==> src/rtl/multicycle_div_unit.sv <==
// rtl/multicycle_div_unit.sv - iterative restoring divider for MIPS DIV/DIVU
//
// Ports:
//   clock, reset_n            rising-edge clock, asynchronous active-low reset
//   start, is_signed          request a divide (sampled in IDLE), 1 = DIV, 0 = DIVU
//   dividend, divisor         rs / rt operands, captured when start is accepted
//   flush                     abort the operation in flight
//   busy                      operation in flight (stall source for the hazard unit)
//   done                      one-cycle pulse when quotient/remainder update
//   quotient, remainder       LO / HI results, held until the next done
//   div_by_zero               qualifies the current results; divisor was 0
module multicycle_div_unit #(
    parameter int WIDTH          = 32,
    parameter int BITS_PER_CYCLE = 1
) (
    input  logic             clock,
    input  logic             reset_n,
    input  logic             start,
    input  logic             is_signed,
    input  logic [WIDTH-1:0] dividend,
    input  logic [WIDTH-1:0] divisor,
    input  logic             flush,
    output logic             busy,
    output logic             done,
    output logic [WIDTH-1:0] quotient,
    output logic [WIDTH-1:0] remainder,
    output logic             div_by_zero
);

    localparam int N  = WIDTH / BITS_PER_CYCLE;
    localparam int CW = $clog2(N + 1);

    typedef enum logic [1:0] {IDLE, CALC, FIX} state_t;

    state_t           state, state_n;
    logic [WIDTH-1:0] rem_r, quo_r, dsr_r;
    logic [WIDTH-1:0] rem_n, quo_n;
    logic [CW-1:0]    cnt_r;
    logic             sign_q_r, sign_r_r, dbz_r;
    logic             load, step, commit;
    logic             dsr_zero;
    logic [WIDTH-1:0] dvd_abs, dsr_abs;
    logic [WIDTH:0]   sh, tr;

    assign dsr_zero = (divisor == '0);
    assign dvd_abs  = (is_signed && dividend[WIDTH-1]) ? -dividend : dividend;
    assign dsr_abs  = (is_signed && divisor[WIDTH-1])  ? -divisor  : divisor;

    // State register
    always_ff @(posedge clock or negedge reset_n) begin
        if (!reset_n) begin
            state <= IDLE;
        end else begin
            state <= state_n;
        end
    end

    // Next-state logic
    always_comb begin
        state_n = state;
        case (state)
            IDLE: if (start && !flush) state_n = dsr_zero ? FIX : CALC;
            CALC: begin
                if (flush)                       state_n = IDLE;
                else if (cnt_r == CW'(N - 1))    state_n = FIX;
            end
            FIX:     state_n = IDLE;
            default: state_n = IDLE;
        endcase
    end

    // Output / control decode
    always_comb begin
        busy   = (state != IDLE);
        load   = (state == IDLE) && start && !flush;
        step   = (state == CALC) && !flush;
        commit = (state == FIX)  && !flush;
    end

    // BITS_PER_CYCLE restoring steps; the subtract is one bit wider than the
    // operands so its top bit is the borrow (trial went negative -> restore).
    always_comb begin
        rem_n = rem_r;
        quo_n = quo_r;
        sh    = '0;
        tr    = '0;
        for (int i = 0; i < BITS_PER_CYCLE; i++) begin
            sh    = {rem_n, quo_n[WIDTH-1]};
            tr    = sh - {1'b0, dsr_r};
            quo_n = {quo_n[WIDTH-2:0], ~tr[WIDTH]};
            rem_n = tr[WIDTH] ? sh[WIDTH-1:0] : tr[WIDTH-1:0];
        end
    end

    // Datapath. On divide-by-zero the final results are preloaded directly
    // (all-ones quotient, raw dividend as remainder) and the sign fixes are
    // disabled, so FIX simply copies them out.
    always_ff @(posedge clock or negedge reset_n) begin
        if (!reset_n) begin
            rem_r       <= '0;
            quo_r       <= '0;
            dsr_r       <= '0;
            cnt_r       <= '0;
            sign_q_r    <= 1'b0;
            sign_r_r    <= 1'b0;
            dbz_r       <= 1'b0;
            done        <= 1'b0;
            quotient    <= '0;
            remainder   <= '0;
            div_by_zero <= 1'b0;
        end else begin
            done <= 1'b0;
            if (load) begin
                quo_r    <= dsr_zero ? '1 : dvd_abs;
                rem_r    <= dsr_zero ? dividend : '0;
                dsr_r    <= dsr_abs;
                cnt_r    <= '0;
                sign_q_r <= !dsr_zero && is_signed && (dividend[WIDTH-1] ^ divisor[WIDTH-1]);
                sign_r_r <= !dsr_zero && is_signed && dividend[WIDTH-1];
                dbz_r    <= dsr_zero;
            end
            if (step) begin
                rem_r <= rem_n;
                quo_r <= quo_n;
                cnt_r <= cnt_r + 1'b1;
            end
            if (commit) begin
                quotient    <= sign_q_r ? -quo_r : quo_r;
                remainder   <= sign_r_r ? -rem_r : rem_r;
                div_by_zero <= dbz_r;
                done        <= 1'b1;
            end
        end
    end

endmodule

==> config.mk <==
export PLATFORM = sky130hd
export DESIGN_NAME = multicycle_div_unit
export DESIGN_NICKNAME = d
export VERILOG_FILES = /design/src/rtl/multicycle_div_unit.sv
export SDC_FILE = /design/constraint.sdc
export NUM_CORES = 1
export LEC_CHECK = 0
export BUFFER_PORTS_ARGS = -buffer_cell sky130_fd_sc_hd__buf_2
export CORE_ASPECT_RATIO = 0.5
export CORE_MARGIN = 3
export CORE_UTILIZATION = 35
export CTS_CLUSTER_SIZE = 14
export DETAILED_ROUTE_END_ITERATION = 16
export SETUP_SLACK_MARGIN = 0.3
export SYNTH_ARGS = -nofsm -noshare
export SYNTH_HDL_FRONTEND = slang
export SYNTH_SLANG_ARGS = --single-unit
==> constraint.sdc <==
create_clock -name clock -period 3 [get_ports clock]
set_clock_uncertainty 0.15 [all_clocks]
set_input_delay 0.9 -clock clock [delete_from_list [all_inputs] [get_ports clock]]
set_output_delay 0.9 -clock clock [all_outputs]
set_load 0.05 [all_outputs]
======== Word level (Yosys, flattened, before mapping) ========
Cells that the tools add are included.
cells by class
  reduce and logical (&&, ||, !) cells .... 17
  eq/ne operators ......................... 5
  muxes and demuxes ....................... 19
  bitwise logic cells ..................... 2
  $add $sub $neg .......................... 6
operators by type and width
  kind                                            count
  2-to-1 mux 32 bit                               11
  negator 32 bit                                  4
  subtractor 33 x 32 -> 33 bit                    1
  zero test 32 bit                                1
  2-to-1 mux 6 bit                                2
  logical AND 1 bit                               10
  2-to-1 mux 2 bit                                4
  adder 6 x 1 -> 6 bit (second input constant)    1
  == test 6 x 5 -> 1 bit (second input constant)  1
  one-hot mux 2 bit (2 select lines)              1
  nonzero test 2 bit                              2
  inequality test 3 bit (second input constant)   1
  == test 2 x 1 -> 1 bit (second input constant)  1
  == test 2 bit (second input constant)           1
  zero test 1 bit                                 2
  zero test 2 bit                                 1
  inequality test 2 bit (second input constant)   1
  AND reduction 2 bit                             1
  2-to-1 mux 1 bit                                1
  NOT 1 bit                                       1
  XOR 1 bit                                       1
storage, ports and cells
  output and inout port bits .............. 67
  register bits after elaboration ......... 173
  input port bits ......................... 69
  word-level logic and storage cells ...... 61

======== Longest topological paths before layout ========
  word-level depth ........................ 5
  gate-level depth with buffers ........... 13

======== Worst setup path before layout ========
OpenSTA, ideal clock, no wires.
  path type ............................... input-to-reg
  start point ............................. in divisor[14]
  end point ............................... reg rem_r[19]
  setup slack ............................. -553 ps
  arrival ................................. 3,321 ps
  path buffers ............................ 2
  stages .................................. 9
  cells stage by stage .................... or4_4 or3_4 or4_4 buf_6 or4_4 buf_6 nor3_2 a211oi_1 a31oi_1
on the way
  longest elaborated chain between the ends .. 4
RTL lines
  element               RTL line  source
  from (decl)           21        input logic [WIDTH-1:0] divisor,
  zero test 32 bit      45        assign dsr_zero = (divisor == '0);
  2-to-1 mux 32 bit     115       rem_r <= dsr_zero ? dividend : '0;
  2-to-1 mux 32 bit     113       if (load) begin
  2-to-1 mux 32 bit     122       if (step) begin
  to (signal assigned)  115
  to (signal assigned)  123       rem_r <= rem_n;
  to (decl)             36        logic [WIDTH-1:0] rem_r, quo_r, dsr_r;
Every way passes these cells. The select of a mux whose other input is x is not followed.
A chain may end at the register's enable or synchronous reset.

======== Worst setup path after layout ========
  start point ............................. in divisor[6]
  end point ............................... reg rem_r[14]
Same word-level chain as after synthesis.

==> results by group <==
Timing
  – Worst Tran Pin Value: 1.18 ns
  – Fmax: 303 MHz
  – RSZ-0062 raised after global routing: yes
  – Period minus WS final: around 3.3 ns
  – Period utilization: 1.10
  – Rel. slew slack: 0.213
  – Final hold viol count: 0
  – Worst setup margin: -0.300 ns
  – Max-slew violation count: 0
  – Final setup fails: 85

Floorplan
  – I/O Pins: 136
  – Starting utilization of the core area: 0.363
  – FP Rows: 46
  – Die outline width: 265 microns
  – Die Footprint: 35800 sq um
  – Die span in y: 135 microns
  – Core ar.: 32300 sq um

Power
  – P per Cell Area: between 800 and 900 nW/um^2
  – LEAKAGE: ~0.0073 uW
  – Sw Pwr: 5640 uW
  – Max rail drop VDD: just under 0.0004 V
  – Switching share of power: 0.426
  – Clk pwr share: 0.178
  – Sequential power share: 0.248
  – Total power: 13200 uW
  – Int Pwr: 7600 uW
  – Gate power share: 0.574

Place
  – Setup Slack @ Placement: -0.779 ns
  – Port-buffer cells: between 100 and 150
  – Gpl congestion: 0.917
  – Post-DP HPWL: 28900 microns

Routing
  – Total iterations of the first detailed-routing run: 5
  – Total number of vias: roughly 12000
  – # DRC: 0
  – Number of DRC markers in iteration 0: 1021
  – DRT antenna net count: 0
  – Wire per inst: 18.2 microns
  – DRT Wirelength: around 40000 microns
  – Drt via density: 5.38

Logic synthesis
  – Post-synth ARST share: 1.00
  – Post-Synthesis Cell Area: 11700 sq um
  – Area leader, netlist: dfrtp_1
  – Synth unique cells: 70
  – Most numerous cell in the Yosys netlist: dfrtp_1
  – Syn Nets: 1509
  – Synth Warn #: 0
  – Syn avg cell area: 8.35 sq um
  – Post-synth top cells: dfrtp_1, a21oi_1, nand2_1, o21ai_0, nor2_1
  – Register area share after synthesis: 0.370
  – Yosys top cell area share: 0.370
  – Seq cells post-synth: roughly 170
  – Top FF cell, synth: dfrtp_1
  – EDFF count, synth: 0
  – Area contributors post-synth: dfrtp_1, xor2_1, a21oi_1
  – Cell count after synthesis: 1402

Critical path
  – Data arrival, critical path: 3.51 ns
  – Crit Path Category: input port to flop
  – Critical Path RT: ~3.2 ns
  – Crit Path Max Fanout: 7
  – Worst Setup End Kind: flop
  – CP startpoint kind: input port

Layout
  – Nets: 1826
  – # diodes: 0
  – Area added between synthesis and finish: 39.0%
  – Share of layout cells above drive strength 1: 0.327

GRT
  – Global-route met2 utilization: 0.348
  – GR Util met3: 0.0426
  – Vias in the first global route: between 10000 and 15000
  – First-pass GRT wire length: 61500 microns
  – Initial antenna violation count: 3
  – GRT busiest layer: met2
  – Pin count of the biggest net entering global routing: 64
  – Global Route Usage Sum: 0.218
  – Global routing usage on met1: 0.302
  – Grt ovf: 0

Clock network
  – CTS buffer count: 17
  – CTS tree: built
  – Sink Count: 173
  – Clock buffer depth: 2
  – Clk pin slew, worst setup/hold paths: 0.07 ns
  – Clk_lat worst skew: 0.46 ns
  – Htree depth: 4
  – Clk root buf: clkbuf_16

Job
  – Max Cap Violations: 0

Run status
  – Status: finished, violations left
  – Violated checks: negative setup slack

Worst hold path
  – Worst min path class: input port to async pin
[per-layer routing]
layer / vias to the layer above / wire length (microns) / part of all wire
met3: 52 / 2300 / 0.058
met2: 318 / 17700 / 0.45
li1: 5703 / - / -
met1: 5567 / 18500 / 0.47
met4: 4 / 886 / 0.022
met5: - / 27 / 0.00068
[worst max-delay path, cell delays in order]
cell	delay (ns)
buf_6	0.09
or4_4	0.53
or4_4	0.43
or4_4	0.45
buf_6	0.14
nor4_4	0.15
buf_6	0.17
buf_12	0.11
buf_16	0.13
and3_1	0.16
a211oi_1	0.05
a31oi_1	0.20
[cell usage in the layout, fill, tap and decap left out, drive strengths merged, types with 17 or more instances in the layout]
cell    count
a211oi     28
o31ai      36
o41ai      21
and3       27
nor2      108
nand3      23
clkbuf     17
a21oi     161
nand2     141
dfrtp     173
ha         37
xnor2      34
a31oi      24
inv        60
or4        17
xor2      104
o21ai     131
nor3       25
buf       380
[logic make-up (layout without fill, tap and decap cells)]
| group | Yosys count | after routing | synth area share |
|---|---|---|---|
| xor gates and xnor gates | 138 | 138 | 0.103 |
| adders and majority gates | 38 | 38 | 0.0412 |
| DFF | 173 | 173 | 0.370 |
| muxes | 15 | 15 | 0.0135 |
| AOI/OAI and AO/OA | 467 | 467 | 0.240 |
| and+or+nand+nor | 433 | 434 | 0.185 |
| buffers and inverters | 138 | 466 | 0.0473 |
[registers in the layout, indices dropped and copies added, names as in the netlist]
name and flops:
dsr_r 32, quo_r 32, quotient 32, rem_r 32, remainder 32, cnt_r 6, state 2, dbz_r 1
div_by_zero 1, done 1, sign_q_r 1, sign_r_r 1
[layout make-up]
cell class | instances | area (sq um)
clock buffer | 17 | 425
clock inverter | 14 | 179
fill | 3035 | 16000
inverter | 55 | 210
multi-input combinational | 1092 | 7700
sequential | 173 | 4330
tap | 432 | 541
timing repair buffer | 380 | 2900
[worst paths after layout]
kind | start | end | slack [ns] | depth (start not counted)
worst min register to register | dsr_r[8]$_DFFE_PN0P_ | dsr_r[8]$_DFFE_PN0P_ | 0.33 | 2
worst min-delay path | reset_n | remainder[15]$_DFFE_PN0P_ | 0.28 | 1
worst max register to register | rem_r[13]$_DFFE_PN0P_ | rem_r[30]$_DFFE_PN0P_ | -0.12 | 13
min in group clock | dsr_r[8]$_DFFE_PN0P_ | dsr_r[8]$_DFFE_PN0P_ | 0.33 | 2
max in group asynchronous | reset_n | quotient[12]$_DFFE_PN0P_ | 1.71 | 2
worst max-delay path | divisor[6] | rem_r[14]$_DFFE_PN0P_ | -0.30 | 12
[power by group through the flow]
stage | logic, uW | registers [uW] | clock network (uW)
after floorplan | 4070 | 3260 | 0
after global placement | 6910 | 3270 | 0
after detailed placement | 6930 | 3270 | 0
after CTS | 7250 | 3250 | 2410
after global routing | 8310 | 3330 | 2500
final | 7600 | 3280 | 2360
[timing repair]
item                                    in CTS  in global routing
cloned                                       3                  1
setup buffers                               11                 11
endpoints found under the setup margin     113                119
pin swaps                                   42                 58
resized for setup                          115                 83
hold buffers                                 0                  0
[per-stage QoR]
step	util	hold WS (ns)	instance area, sq um	TNS [ns]	cells
3_3_place_gp	0.452	0.313	14600	-53.51	2106
2_1_floorplan	-	0.300	11900	-33.45	1402
4_1_cts	0.490	0.272	15800	-13.11	2151
6_report	0.504	0.277	16300	-13.22	2163
5_1_grt	0.504	0.303	16300	-20.12	2163
3_5_place_dp	0.452	0.323	14600	-55.72	2106
No activity file was read; power rests on OpenSTA's default activity.
